==> config.mk <==
export PLATFORM = sky130hd
export DESIGN_NAME = ghost_mode_scheduler
export DESIGN_NICKNAME = d
export VERILOG_FILES = /design/src/rtl/ghost_mode_scheduler.sv
export SDC_FILE = /design/constraint.sdc
export NUM_CORES = 1
export LEC_CHECK = 0
export BUFFER_PORTS_ARGS = -buffer_cell sky130_fd_sc_hd__buf_2
export CAP_MARGIN = 20
export CORE_MARGIN = 1.5
export CORE_UTILIZATION = 57
export DETAILED_ROUTE_END_ITERATION = 8
export PLACE_DENSITY = 0.78
export SYNTH_ARGS = -nofsm -noshare
export SYNTH_HDL_FRONTEND = slang
export SYNTH_SLANG_ARGS = --single-unit
export TNS_END_PERCENT = 20
==> constraint.sdc <==
create_clock -name clk -period 2.29 [get_ports clk]
set_clock_uncertainty 0.15 [all_clocks]
set_input_delay 0.458 -clock clk [delete_from_list [all_inputs] [get_ports clk]]
set_output_delay 0.458 -clock clk [all_outputs]
set_load 0.05 [all_outputs]
==> src/rtl/ghost_mode_scheduler.sv <==
// ghost_mode_scheduler: arcade ghost scatter/chase/fright mode timer with wave and release sequencing
module ghost_mode_scheduler #(
    parameter int HOLD_SECS    = 3,
    parameter int SCATTER_SECS = 7,
    parameter int CHASE_SECS   = 20,
    parameter int FRIGHT_SECS  = 6,
    parameter int FLASH_SECS   = 2,
    parameter int NUM_WAVES    = 4,
    parameter int RELEASE_SECS = 4
) (
    input  logic       clk,
    input  logic       rst_n,
    input  logic       sec,
    input  logic       power_pellet,
    input  logic       life_down,
    input  logic       restart,
    output logic [1:0] mode,
    output logic       reverse,
    output logic [3:0] released,
    output logic       fright_flash,
    output logic [2:0] wave,
    output logic [4:0] secs_left
);
    typedef enum logic [1:0] {HOLD, SCATTER, CHASE, FRIGHT} state_t;
    localparam logic [4:0] SC_LATE = SCATTER_SECS > 3 ? 5'(SCATTER_SECS - 2) : 5'd1;
    state_t     state, saved_state;
    logic [4:0] saved_secs, rel_cnt, scatter_len, next_scatter_len, chase_len;
    logic       final_wave, rel_step;
    assign final_wave       = wave == 3'(NUM_WAVES - 1);
    assign scatter_len      = wave < 3'd2 ? 5'(SCATTER_SECS) : SC_LATE;
    assign next_scatter_len = wave < 3'd1 ? 5'(SCATTER_SECS) : SC_LATE;
    assign chase_len        = final_wave ? 5'd0 : 5'(CHASE_SECS);
    assign rel_step         = !released[3] && rel_cnt == 5'(RELEASE_SECS - 1);
    assign mode             = state;
    assign fright_flash     = state == FRIGHT && secs_left <= 5'(FLASH_SECS);
    always_ff @(posedge clk or negedge rst_n) begin
        if (!rst_n) begin
            state       <= HOLD;
            secs_left   <= 5'(HOLD_SECS);
            wave        <= 3'd0;
            released    <= 4'd0;
            reverse     <= 1'b0;
            rel_cnt     <= 5'd0;
            saved_state <= HOLD;
            saved_secs  <= 5'd0;
        end else begin
            reverse <= 1'b0;
            if (restart || life_down) begin
                state       <= HOLD;
                secs_left   <= 5'(HOLD_SECS);
                released    <= 4'd0;
                rel_cnt     <= 5'd0;
                saved_state <= HOLD;
                saved_secs  <= 5'd0;
                if (restart) wave <= 3'd0;
            end else if (power_pellet && state != HOLD) begin
                // a re-eaten pellet only refreshes the timer; the first one saves the wave context
                if (state != FRIGHT) begin
                    saved_state <= state;
                    saved_secs  <= secs_left;
                    reverse     <= 1'b1;
                end
                state     <= FRIGHT;
                secs_left <= 5'(FRIGHT_SECS);
            end else if (sec) begin
                if (state != HOLD && !released[3]) begin
                    released <= rel_step ? {released[2:0], 1'b1} : released;
                    rel_cnt  <= rel_step ? 5'd0 : rel_cnt + 5'd1;
                end
                if (secs_left == 5'd1) begin
                    case (state)
                        HOLD: begin
                            state     <= SCATTER;
                            secs_left <= scatter_len;
                            released  <= 4'b0001;
                            rel_cnt   <= 5'd0;
                        end
                        SCATTER: begin
                            state     <= CHASE;
                            secs_left <= chase_len;
                            reverse   <= 1'b1;
                        end
                        CHASE: begin
                            state     <= SCATTER;
                            secs_left <= next_scatter_len;
                            wave      <= wave + 3'd1;
                            reverse   <= 1'b1;
                        end
                        default: begin
                            state     <= saved_state;
                            secs_left <= saved_secs;
                        end
                    endcase
                end else if (secs_left != 5'd0) begin
                    secs_left <= secs_left - 5'd1;
                end
            end
        end
    end
endmodule

# Yosys cells after proc, flatten, opt, wreduce, memory -nomap -nowiden
# Index checks and enable logic that the tools add are counted.
# classes
addsub,3
n_lt_le_gt_ge,3
eq_ne,9
muxes,46
reduce_logical,24
# op_table
operator,count
5-bit 2-to-1 mux,16
4-bit 2-to-1 mux,7
2-bit 2-to-1 mux,9
3-bit 2-to-1 mux,6
5-bit one-hot mux with 3 select lines,1
2-bit nonzero test,6
2-bit AND reduction,4
1-bit 2-to-1 mux,6
2-bit inequality test (second input constant),3
3-bit nonzero test,2
5-bit by 1-bit adder with 5-bit output (second input constant),1
5-bit by 1-bit == test with 1-bit output (second input constant),1
5-bit by 2-bit == test with 1-bit output (second input constant),1
5-bit by 2-bit less-or-equal comparator with 1-bit output (second input constant),1
5-bit AND reduction,1
5-bit nonzero test,1
5-bit by 1-bit subtractor with 5-bit output (second input constant),1
2-bit == test (second input constant),2
1-bit logical AND,4
2-bit one-hot mux with 2 select lines,1
4-bit nonzero test,1
2-bit OR reduction,2
3-bit by 1-bit adder with 3-bit output (second input constant),1
3-bit by 2-bit == test with 1-bit output (second input constant),1
6 further kinds,6
# word_totals
ff_bits,27
inputBits,6
out_inout_bits,16
word_cells,93

# Depth between registers and ports, before layout
# logic_depth
word_depth,9
depth_mapped,7
ltp_nobuf,6

# Worst setup path after synthesis
# Ideal clock, no wire load.
# synth_path
path_type,register -> output
from,"reg state[1], in the netlist mode[1]"
to,out fright_flash
arrival_time_ps,3057
required_time_ps,1682
path_slack_ps,-1375
stages_incl_launch_ff,6
n_path_buf,2
path_cell_list,dfrtp_1 > ha_1 > clkbuf_1 > clkbuf_1 > o21ai_0 > nor4_1
# synth_between
elab_chain_len,2
# synth_rtl
element,line_no,source
"start, declared",26,"state_t state, saved_state;"
"start signal, assigned",90,state <= saved_state;
2-bit == test,35,assign fright_flash = state == FRIGHT && secs_left <= 5'(FLASH_SECS);
1-bit logical AND,35,
"end, declared",20,"output logic fright_flash,"
# No other way between the ends.

# Worst setup path in the final report
# layout_path
from,reg secs_left[0]
to,out fright_flash
# layout_between
elab_chain_len,2
# layout_rtl
element,line_no,source
"start, declared",22,output logic [4:0] secs_left
"start signal, assigned",39,secs_left <= 5'(HOLD_SECS);
"start signal, assigned",50,secs_left <= 5'(HOLD_SECS);
"start signal, assigned",64,secs_left <= 5'(FRIGHT_SECS);
5-bit by 2-bit less-or-equal comparator with 1-bit output,35,
1-bit logical AND,35,
# No other way between the ends.

==> metrics.md <==
| Metric | Value |
|---|---|
| Total nets after synthesis | 194 |
| Initial antenna violation count | 0 |
| Yosys reg bits | 27 |
| Min cycle time layout | 2210 ps |
| P_leak | 0.000858 uW |
| Final worst-path cycle share | 96.6% |
| Detailed-placement wirelength estimate | 2750 um |
| Type of origin of the critical path | flip-flop |
| Sw Share | 26.8% |
| Core area | 2780 um^2 |
| Final setup fails | 0 |
| Hold crit path type | in2reg |
| Cells after Synth | 177 |
| Final wirelength | around 3900 um |
| Avg WL per Cell | 16.3 um |
| Drt drc | 0 |
| Root Driver | clkbuf_4 |
| Layout net count | 229 |
| Sw Pwr | 212 uW |
| Syn Std Cell Area | 1680 um^2 |
| Vias | about 1500 |
| ANT cells | 0 |
| Pwr per Cell Area | 399 nW/um^2 |
| Worst Tran Pin Value | 612 ps |
| Worst EP required | 1680 ps |
| Drt pass-1 iters | 4 |
| CP arrival | 1600 ps |
| Gpl congestion | roughly 0.87 |
| Hold Fails Final Rpt | 0 |
| Number of global-route vias before repair | 1366 |
| Rel. slew slack | 59.2% |
| Area after DPL | approximately 1900 um^2 |
| TritonCTS clock tree | yes |
| Clk slew on worst S/H paths | 150 ps |
| Max-slew violations | 0 |
| Register area share after synthesis | 40.4% |
| Largest net degree at the start of global routing | 28 |
| Primary FF master, synth | dfrtp_1 |
| CTS HTree Levels | 1 |
| Power Internal | 581 uW |
| Clock network power share | 26.8% |
| Clock Sinks | 27 |
| Area grow syn2layout | 18.3% |
| Post-synth EDFFs | 0 |
| Syn. warnings | 0 |
| Critical path endpoint category | primary output |
| Fill cells | 212 |
| Finished Cell Area | 1990 um^2 |
| RSZ-0062 raised after global routing | true |
| Iteration-0 DRC Markers | 82 |
| Num CTS Buffers | 3 |
| Combinational Power Share | 12.0% |
| Latest clock arrival within the worst-skew pair | 330 ps |
| Avg Vias per Cell | 6.32 |
| Crit-path max FO | 5 |
| Die width | 57.3 um |
| Library cells used by synthesis | between 40 and 50 |
| Die area | 3280 um^2 |
| Longest Clk Path Bufs | 2 |
| Ys async rst share | 100% |
| Initial core utilization | ~60% |
| Site row count | 19 |
| Util after Layout | about 71% |
| Die Span Y | 57.3 um |
| Run status | completed |
| Layout cells sized above 1 | 28.0% |
| Synthesized area per cell | 9.49 um^2 |
| Max_cap viols | 0 |
| IO Count | 22 |
| Crit path kind | reg2out |
| PortBufs | 21 |
| Design Power | 794 uW |
| Max Freq | 452 MHz |
| GRT overflow | 0 |
| Part of the power in registers | 61.3% |
| First-pass GRT wire length | about 6500 um |
| Total GRT Usage | about 25% |
| VDD IR max | 0.367 mV |
| Post-DRT Antenna Nets | 0 |
[cells in the final DEF, fill, tap and decap left out, types with 2 or more instances in the layout]
cell type,n
a21oi_1,15
a221o_1,2
a31oi_1,4
a32o_1,2
a41oi_1,2
buf_2,20
buf_4,17
clkbuf_4,3
dfrtp_1,23
dfrtp_2,2
dfstp_2,2
ha_1,10
inv_1,8
mux2i_1,3
nand2_1,16
nand2b_1,6
nand3_1,5
nor2_1,15
nor2b_1,6
nor3_1,3
nor4_1,2
nor4b_1,2
o21ai_0,9
o41ai_1,2
xor2_1,2
[registers in the layout (all words and copies together) (netlist names)]
register     cells
rel_cnt          5
saved_secs       5
secs_left        5
released         4
wave             3
mode             2
saved_state      2
reverse          1
[power groups by stage]
stage               Clock (uW)  Combinational, uW  Sequential, uW
floorplan                    0               42.3             505
global placement             0               83.1             496
detailed placement           0               85.9             496
CTS                        225               89.4             487
global route               235                104             487
finish                     212               95.0             486
[worst paths after layout]
kind / startpoint / endpoint / slack, ps / cells after the start
worst max-delay path: secs_left[0] / fright_flash / 80 / 5
worst min-delay path: restart / wave[2] / 170 / 2
worst max register to register: secs_left[0] / secs_left[2] / 100 / 7
worst min register to register: saved_secs[4] / saved_secs[4] / 400 / 2
max in group asynchronous: rst_n / mode[1] / 1060 / 2
min in group asynchronous: rst_n / rel_cnt[3] / 500 / 2
[synthesized netlist by cell type (2+ instances only)]
cell type | count | area [um^2]
a21oi_1 | 15 | 75.1
a221o_1 | 2 | 20.0
a31oi_1 | 4 | 25.0
a32o_1 | 2 | 20.0
a41oi_1 | 2 | 17.5
clkbuf_1 | 6 | 22.5
dfrtp_1 | 25 | 626
dfstp_2 | 2 | 52.6
ha_1 | 11 | 138
inv_1 | 8 | 30.0
mux2i_1 | 3 | 30.0
nand2_1 | 16 | 60.1
nand2b_1 | 7 | 43.8
nand3_1 | 5 | 25.0
nor2_1 | 15 | 56.3
nor2b_1 | 6 | 37.5
nor3_1 | 3 | 15.0
nor4_1 | 3 | 18.8
nor4b_1 | 2 | 17.5
o21ai_0 | 10 | 50.1
o41ai_1 | 2 | 17.5
xor2_1 | 2 | 17.5
[worst max-delay path, stage by stage (launching register included)]
cell	delay (ps)
dfstp_2	600
inv_1	80
ha_1	210
o21ai_2	160
nor4_4	70
buf_6	160
[stage by stage]
step | TNS [ps] | cells | hold slack [ps] | setup slack (ps)
CTS | 0 | 235 | 155 | 12.0
global placement | 0 | 229 | 340 | 191
finish | 0 | 242 | 166 | 77.7
global route | -73.0 | 242 | 176 | -28.5
floorplan | -142 | 177 | 12.4 | -62.0
detailed placement | 0 | 229 | 353 | 85.7
[final cells by class]
cell class                      count  area (um^2)  share of cell area (%)
Clock inverter                      1         7.51                   0.378
Multi-Input combinational cell    133          958                    48.2
Tap cell                           31         38.8                    1.95
Timing Repair Buffer               39          249                    12.5
Clock buffer                        3         22.5                    1.13
Inverter                            8         30.0                    1.51
Sequential cell                    27          681                    34.3
[routing by layer]
layer | GRT usage, % | routed length, um | up-vias
li1 | - | - | 715
met1 | 37.2 | 1820 | 761
met2 | 40.9 | 1940 | 47
met3 | 2.04 | 145 | 6
met4 | 6.98 | 36 | 0
met5 | 0 | 0 | -
[timing repair]
action                                  in CTS  in global routing
hold endpoints to repair                    25                  0
hold buffers                                 1                  0
endpoints found under the setup margin       1                  4
resized for setup                            2                  1
setup buffers                                1                  7
pin swaps                                    1                  2
[kinds of logic after synthesis]
family	synth area share, %
fa+ha+maj	8.20
simple gates	22.2
flops	40.4
mux	1.79
buf+inv	4.55
compound gates	21.3
xor+xnor	1.57
No activity file was read; power rests on OpenSTA's default activity.
